==> src/rtl/axi_lite_regs_slv.sv <==
`default_nettype none
// ============================================================================
// Module   : axi_lite_regs_slv (with default struct package axi_lite_regs_pkg)
// Purpose  : AXI4-Lite register-bank slave. It holds NoRegs data-width
//            registers and supports byte-strobe writes, per-register bus
//            read-only protection and a hardware load path for status fields.
// Ports    : clk_i, rst_i          - clock, asynchronous active-high reset
//            axi_lite_req_i        - AW/W/B-ready/AR/R-ready from the master
//            axi_lite_rsp_o        - AW/W/AR ready, B and R channels
//            reg_q_o               - current register values
//            reg_load_i, reg_d_i   - hardware load enable / data per register
//            wr_pulse_o            - one-cycle pulse per committed bus write
// Revision : 1.0 - initial release
// ============================================================================

package axi_lite_regs_pkg;
  typedef struct packed {
    logic [31:0] aw_addr;
    logic        aw_valid;
    logic [31:0] w_data;
    logic [3:0]  w_strb;
    logic        w_valid;
    logic        b_ready;
    logic [31:0] ar_addr;
    logic        ar_valid;
    logic        r_ready;
  } req_t;

  typedef struct packed {
    logic        aw_ready;
    logic        w_ready;
    logic [1:0]  b_resp;
    logic        b_valid;
    logic        ar_ready;
    logic [31:0] r_data;
    logic [1:0]  r_resp;
    logic        r_valid;
  } rsp_t;
endpackage

module axi_lite_regs_slv #(
  parameter int unsigned                          NoRegs    = 8,
  parameter int unsigned                          AddrWidth = 32,
  parameter int unsigned                          DataWidth = 32,
  parameter logic [AddrWidth-1:0]                 BaseAddr  = '0,
  parameter logic [NoRegs-1:0]                    ReadOnly  = '0,
  parameter logic [NoRegs-1:0][DataWidth-1:0]     RegRstVal = '0,
  parameter type axi_lite_req_t = axi_lite_regs_pkg::req_t,
  parameter type axi_lite_rsp_t = axi_lite_regs_pkg::rsp_t
) (
  input  logic                              clk_i,
  input  logic                              rst_i,
  input  axi_lite_req_t                     axi_lite_req_i,
  output axi_lite_rsp_t                     axi_lite_rsp_o,
  output logic [NoRegs-1:0][DataWidth-1:0]  reg_q_o,
  input  logic [NoRegs-1:0]                 reg_load_i,
  input  logic [NoRegs-1:0][DataWidth-1:0]  reg_d_i,
  output logic [NoRegs-1:0]                 wr_pulse_o
);

  localparam int          StrbWidth  = DataWidth / 8;
  localparam int          AddrLsb    = $clog2(StrbWidth);
  localparam logic [1:0]  RespOkay   = 2'b00;
  localparam logic [1:0]  RespSlvErr = 2'b10;

  // Register index of an address; only meaningful when the address decodes
  // in range (the subtraction wraps for addresses below BaseAddr).
  function automatic logic [AddrWidth-1:0] reg_idx(input logic [AddrWidth-1:0] a);
    return (a - BaseAddr) >> AddrLsb;
  endfunction

  function automatic logic in_range(input logic [AddrWidth-1:0] a);
    return (a >= BaseAddr) && (reg_idx(a) < AddrWidth'(NoRegs));
  endfunction

  logic                             aw_full_q, aw_full_d;
  logic [AddrWidth-1:0]             aw_addr_q, aw_addr_d;
  logic                             w_full_q,  w_full_d;
  logic [DataWidth-1:0]             w_data_q,  w_data_d;
  logic [StrbWidth-1:0]             w_strb_q,  w_strb_d;
  logic                             b_valid_q, b_valid_d;
  logic [1:0]                       b_resp_q,  b_resp_d;
  logic                             r_valid_q, r_valid_d;
  logic [DataWidth-1:0]             r_data_q,  r_data_d;
  logic [1:0]                       r_resp_q,  r_resp_d;
  logic [NoRegs-1:0][DataWidth-1:0] reg_q,     reg_d;

  logic                  aw_ready, w_ready, ar_ready;
  logic                  aw_hs, w_hs, ar_hs, commit;
  logic [NoRegs-1:0]     wr_hit, rd_hit;
  logic                  wr_ok, rd_ok;
  logic [DataWidth-1:0]  rd_data;

  // Readies are forced low while reset is asserted so nothing is accepted
  // during an asynchronous reset window.
  assign aw_ready = !rst_i && !aw_full_q;
  assign w_ready  = !rst_i && !w_full_q;
  assign ar_ready = !rst_i && !r_valid_q;

  assign aw_hs  = axi_lite_req_i.aw_valid && aw_ready;
  assign w_hs   = axi_lite_req_i.w_valid  && w_ready;
  assign ar_hs  = axi_lite_req_i.ar_valid && ar_ready;
  assign commit = aw_full_q && w_full_q && (!b_valid_q || axi_lite_req_i.b_ready);

  // Address decode for the held write and the incoming read.
  always_comb begin
    wr_hit  = '0;
    rd_hit  = '0;
    rd_data = '0;
    for (int k = 0; k < NoRegs; k++) begin
      wr_hit[k] = in_range(aw_addr_q) && (reg_idx(aw_addr_q) == AddrWidth'(k));
      rd_hit[k] = in_range(axi_lite_req_i.ar_addr) &&
                  (reg_idx(axi_lite_req_i.ar_addr) == AddrWidth'(k));
      if (rd_hit[k]) rd_data = reg_q[k];
    end
    wr_ok = |(wr_hit & ~ReadOnly);
    rd_ok = |rd_hit;
  end

  // Register bank: bus write first, hardware load applied last so it wins
  // a same-cycle collision (the bus write is then silently dropped).
  always_comb begin
    reg_d      = reg_q;
    wr_pulse_o = '0;
    for (int k = 0; k < NoRegs; k++) begin
      wr_pulse_o[k] = commit && wr_hit[k] && !ReadOnly[k];
      if (wr_pulse_o[k]) begin
        for (int b = 0; b < StrbWidth; b++) begin
          if (w_strb_q[b]) reg_d[k][8*b +: 8] = w_data_q[8*b +: 8];
        end
      end
      if (reg_load_i[k]) reg_d[k] = reg_d_i[k];
    end
  end

  // Channel state next-state logic.
  always_comb begin
    aw_full_d = aw_full_q;
    aw_addr_d = aw_addr_q;
    w_full_d  = w_full_q;
    w_data_d  = w_data_q;
    w_strb_d  = w_strb_q;
    b_valid_d = b_valid_q;
    b_resp_d  = b_resp_q;
    r_valid_d = r_valid_q;
    r_data_d  = r_data_q;
    r_resp_d  = r_resp_q;

    if (aw_hs) begin
      aw_full_d = 1'b1;
      aw_addr_d = axi_lite_req_i.aw_addr;
    end
    if (w_hs) begin
      w_full_d = 1'b1;
      w_data_d = axi_lite_req_i.w_data;
      w_strb_d = axi_lite_req_i.w_strb;
    end
    if (b_valid_q && axi_lite_req_i.b_ready) b_valid_d = 1'b0;
    // A commit may coincide with the B handshake; the new response replaces it.
    if (commit) begin
      aw_full_d = 1'b0;
      w_full_d  = 1'b0;
      b_valid_d = 1'b1;
      b_resp_d  = wr_ok ? RespOkay : RespSlvErr;
    end

    if (r_valid_q && axi_lite_req_i.r_ready) r_valid_d = 1'b0;
    if (ar_hs) begin
      r_valid_d = 1'b1;
      r_data_d  = rd_ok ? rd_data : '0;
      r_resp_d  = rd_ok ? RespOkay : RespSlvErr;
    end
  end

  always_ff @(posedge clk_i or posedge rst_i) begin
    if (rst_i) begin
      aw_full_q <= 1'b0;
      aw_addr_q <= '0;
      w_full_q  <= 1'b0;
      w_data_q  <= '0;
      w_strb_q  <= '0;
      b_valid_q <= 1'b0;
      b_resp_q  <= RespOkay;
      r_valid_q <= 1'b0;
      r_data_q  <= '0;
      r_resp_q  <= RespOkay;
      reg_q     <= RegRstVal;
    end else begin
      aw_full_q <= aw_full_d;
      aw_addr_q <= aw_addr_d;
      w_full_q  <= w_full_d;
      w_data_q  <= w_data_d;
      w_strb_q  <= w_strb_d;
      b_valid_q <= b_valid_d;
      b_resp_q  <= b_resp_d;
      r_valid_q <= r_valid_d;
      r_data_q  <= r_data_d;
      r_resp_q  <= r_resp_d;
      reg_q     <= reg_d;
    end
  end

  always_comb begin
    axi_lite_rsp_o          = '0;
    axi_lite_rsp_o.aw_ready = aw_ready;
    axi_lite_rsp_o.w_ready  = w_ready;
    axi_lite_rsp_o.b_valid  = b_valid_q;
    axi_lite_rsp_o.b_resp   = b_resp_q;
    axi_lite_rsp_o.ar_ready = ar_ready;
    axi_lite_rsp_o.r_valid  = r_valid_q;
    axi_lite_rsp_o.r_data   = r_data_q;
    axi_lite_rsp_o.r_resp   = r_resp_q;
  end

  assign reg_q_o = reg_q;

endmodule
`default_nettype wire

==> config.mk <==
export PLATFORM = sky130hd
export DESIGN_NAME = axi_lite_regs_slv
export DESIGN_NICKNAME = d
export VERILOG_FILES = /design/src/rtl/axi_lite_regs_slv.sv
export SDC_FILE = /design/constraint.sdc
export NUM_CORES = 1
export LEC_CHECK = 0
export BUFFER_PORTS_ARGS = -buffer_cell sky130_fd_sc_hd__clkbuf_2
export CORE_AREA = 5 5 261 263
export DETAILED_ROUTE_END_ITERATION = 10
export DIE_AREA = 0 0 266 268
export HOLD_SLACK_MARGIN = 0.02
export SYNTH_ARGS = -nofsm -noshare
export SYNTH_HDL_FRONTEND = slang
export SYNTH_SLANG_ARGS = --single-unit
==> constraint.sdc <==
create_clock -name clk_i -period 35.7 [get_ports clk_i]
set_input_delay 5.355 -clock clk_i [delete_from_list [all_inputs] [get_ports clk_i]]
set_output_delay 5.355 -clock clk_i [all_outputs]
set_load 0.1 [all_outputs]
# --- Word level (Yosys, flattened, before mapping) ---
# Index checks and enable logic that the tools add are counted.
totals:
  out_inout_bits: 305
  wordCells: 221
  reg_bits: 364
op_classes:
  order_cmp: 4
  mux: 39
  n_reduce_logical: 122
  n_eq_ne: 14
op_table:
  columns: ["op", "count"]
  rows:
  - ["32-bit 2-to-1 mux", 25]
  - ["30-bit by 3-bit == test with 1-bit output, second input constant", 8]
  - ["30-bit by 2-bit == test with 1-bit output, second input constant", 4]
  - ["2-bit nonzero test", 44]
  - ["32-bit by 1-bit >= comparator with 1-bit output, second input constant", 2]
  - ["32-bit zero test", 2]
  - ["2-bit AND reduction", 32]
  - ["30-bit by 1-bit == test with 1-bit output, second input constant", 2]
  - ["30-bit by 4-bit < comparator with 1-bit output, second input constant", 2]
  - ["1-bit logical AND", 36]
  - ["8-bit 2-to-1 mux", 4]
  - ["8-bit OR reduction", 2]
  - ["1-bit 2-to-1 mux", 8]
  - ["1-bit zero test", 5]
  - ["2-bit 2-to-1 mux", 2]
  - ["1-bit logical OR", 1]

# --- Logic depth before layout (Yosys ltp) ---
depth:
  ltp_word: 12
  depth_mapped: 9
  depth_no_buf: 6

# --- Worst setup path before layout ---
# No wires, ideal clock.
synth_timing:
  kind: "in2out"
  start: "input axi_lite_req_i[34] in the netlist's numbering"
  end: "output wr_pulse_o[3]"
  t_arrival_ns: 7.561
  required_ns: 30.345
  slack_ns: 22.784
  n_path_buf: 1
  path_stages: 5
  cell_sequence: "nand2b_1 and3_1 clkbuf_1 nand3_1 nor2b_1"
synth_via:
  elab_chain_len: 3
synth_lines:
  columns: ["item", "line_no", "source"]
  rows:
  - ["start: declaration", "53", "input axi_lite_req_t axi_lite_req_i,"]
  - ["1-bit logical OR", "103", "assign commit = aw_full_q && w_full_q && (!b_valid_q || axi_lite_req_i.b_ready);"]
  - ["1-bit logical AND", "103", null]
  - ["1-bit logical AND", "126", "wr_pulse_o[k] = commit && wr_hit[k] && !ReadOnly[k];"]
  - ["end: declaration", "58", "output logic [NoRegs-1:0] wr_pulse_o"]
# Every way passes these cells.

# --- Worst setup path in the final report ---
layout_timing:
  start: "input axi_lite_req_i[34] in the netlist's numbering"
  end: "output wr_pulse_o[2]"
# Same word-level chain as after synthesis.

==> impl_metrics.tcl <==
set metrics [dict create \
    outcome "complete, no violations" \
    synth_compound_area_share_pct 6.82 \
    die_w_um 266 \
    top_usage_layer "met2" \
    synth_seq_cells 360 \
    design_area_sq_um 24700 \
    die_h_um 268 \
    vias_per_cell 5.36 \
    finalMaxSlewViolations 0 \
    area_growth_pct 30.2 \
    synth_top_family_by_area "multiplexers" \
    synth-xor-area-share_pct 0 \
    post-route-drc-count 0 \
    slowest_stage "clkbuf_2" \
    initial_core_util_pct 29.0 \
    cts_tree "done" \
    die-area_sq_um 71300 \
    synthSimpleGateAreaFrac_pct 7.05 \
    worst_setup_path_start_kind "input pin" \
    yosys.area.top_type_share_pct 47.5 \
    dp_hpwl_mm 65.9 \
    arrival_ps 7170 \
    synthCells 1460 \
    fin_skew_ps 17.9 \
    cts.repair.resized 0 \
    rsz0062_at_grt "false" \
    clock-sinks 360 \
    end_kind "output port" \
    holdWs_ps 505 \
    hold_violations 0 \
    grt_antenna_before_repair 9 \
    maxCapViolCount 0 \
    insertion_delay_ps 570 \
    cts_buffers 45 \
    ys_seq_area_share_pct 47.5 \
    ys_types 61 \
    gr-total-overflow 0 \
    tightest_slew_ps 1020 \
    synth_edf_count 0 \
    io_buffers 669 \
    setup-tns-final_ps 0 \
    fin_util_pct 37.8 \
    grt_use_total_pct 23.7 \
    grt_pass1_wl_mm 124 \
    crit_path_cell_trace "clkbuf_2 -> nand2b_1 -> and3_1 -> nand3_1 -> nor2_1 -> clkbuf_2" \
    pwr_density_cell_nw_per_um2 60.4 \
    cp_data_required_time_ps 30340 \
    dr.pass1.iters 5 \
    r2r_slack_ps 32320 \
    ios 676 \
    path_max_fanout 8 \
    synthArstFlopShare_pct 100 \
    ant_nets 0 \
    grt_pass1_vias 17200 \
    synthFlopType "dfrtp_1" \
    core_area_sq_um 65400 \
    vias 16200 \
    drt-total-wl_mm 89.2 \
    cts.clk_slew.worst_paths_ps 60 \
    drive_gt1_share_pct 65.3 \
    crit_top_cell "clkbuf_2" \
    num_rows 94 \
    wl_per_cell_um 29.5 \
    synth.area.mux_share_pct 36.3 \
    worstHoldPathType "flip-flop to flip-flop" \
    htree_levels 2 \
    use_met2_pct 39.1 \
    grt_use_met1_pct 30.7 \
    grt_util_met3_pct 5.83 \
    final_nets 2488 \
    synth_top_area_cell "dfrtp_1" \
    root_buffer "clkbuf_16" \
    synth_most_common_cell "mux2_2" \
    synth_fa_ha_area_share_pct 0 \
    synth_area_leaders "dfrtp_1 48%, mux2_2 33%, mux2_1 2.9%, a221oi_2 1.6%, nor4_1 1.2%" \
    clockBufferDepth 3 \
    max_stage_delay_ps 480 \
    p_leak_uw 0.0110 \
    crit_family "simple AND/OR/NAND/NOR gates" \
    peakVddDrop_v 0.0000382 \
    avgSynthCellArea_sq_um 13.0 \
    gp_congestion 0.883 \
    final.min_clock_period_ps 12530 \
    max_freq_mhz 79.8 \
    cts_setup_buffers 0 \
    grt_max_degree 111 \
    place_area_sq_um 23200 \
    yosysWarnings 0 \
    cts_hold_buf 0 \
    setup_violations 0 \
    slew_headroom_pct 31.8 \
    path_buf_inv 2 \
    synth_common_cells "559 x mux2_2, 360 x dfrtp_1, 57 x nor2_1" \
    drtIter0Drc 1112 \
    crit_type "input pin to output port" \
    netlist_area_sq_um 19000 \
    fin_crit_sh_pct 35.1 \
]
[area by class of cell]
class,instances,area (sq um)
fillers,6463,40700
multi-input cells,1005,9540
flip-flops and latches,360,9010
repair buffers,698,3570
clock buffers,65,1300
well taps,864,1080
clock inverters,17,131
inverters,7,33.8
diodes,6,15.0
[layer usage]
metal,up-vias,part of all wire (%)
met4,6,3.9
li1,6796,-
met5,-,0.049
met1,8255,41
met3,237,7.9
met2,890,47
[state kept, by name, indices dropped and copies added (netlist names)]
signal / count
b_valid_q: 1
aw_addr_q: 30
w_strb_q: 4
reg_q_o: 256
aw_full_q: 1
w_data_q: 32
w_full_q: 1
r_valid_q: 1
b_resp_q: 1
r_data_q: 32
r_resp_q: 1
[cells in the final DEF, fill, tap and decap left out, drive strengths merged, types with 10 or more instances in the layout]
master and count:
mux2 607, buf 30, nor3 17, nor4 39, o22ai 25, nor2 81, clkinv 12, o21ai 40
nand3 14, nand2 29, a21oi 31, dfrtp 360, clkbuf 733, inv 10, a22o 24, a221oi 25
[metrics by stage]
step,instances,power (uW),setup WS (ps)
2_1_floorplan,1461,899,20350
3_3_place_gp,2934,1040,23160
3_5_place_dp,2934,1050,23150
4_1_cts,3016,1500,23140
5_1_grt,3018,1540,23030
6_report,3022,1490,23170
[worst paths after layout]
path | endpoint | start | depth (start not counted)
setup reg to reg | reg_q_o[68] | aw_addr_q[5] | 6
setup / recovery | wr_pulse_o[2] | axi_lite_req_i[34] | 6
min in group asynchronous | r_data_q[12] | rst_i | 2
hold / removal | aw_addr_q[15] | aw_addr_q[15] | 1
max in group asynchronous | reg_q_o[100] | rst_i | 4
hold reg to reg | aw_addr_q[15] | aw_addr_q[15] | 1
[power breakdown]
part	internal (uW)	leakage [uW]	switching (uW)
combinational	124	0.00599	332
sequential	476	0.00428	110
clock	262	0.000712	187
total	861	0.0110	629
[logic make-up after synthesis]
| logic type | count (synthesis) |
|---|---|
| AO/OA/AOI/OAI | 173 |
| buffers and inverters | 96 |
| flip-flops | 360 |
| multiplexers | 610 |
| other | 1 |
| AND/OR/NAND/NOR | 220 |
(Power assumes the default switching activity.)
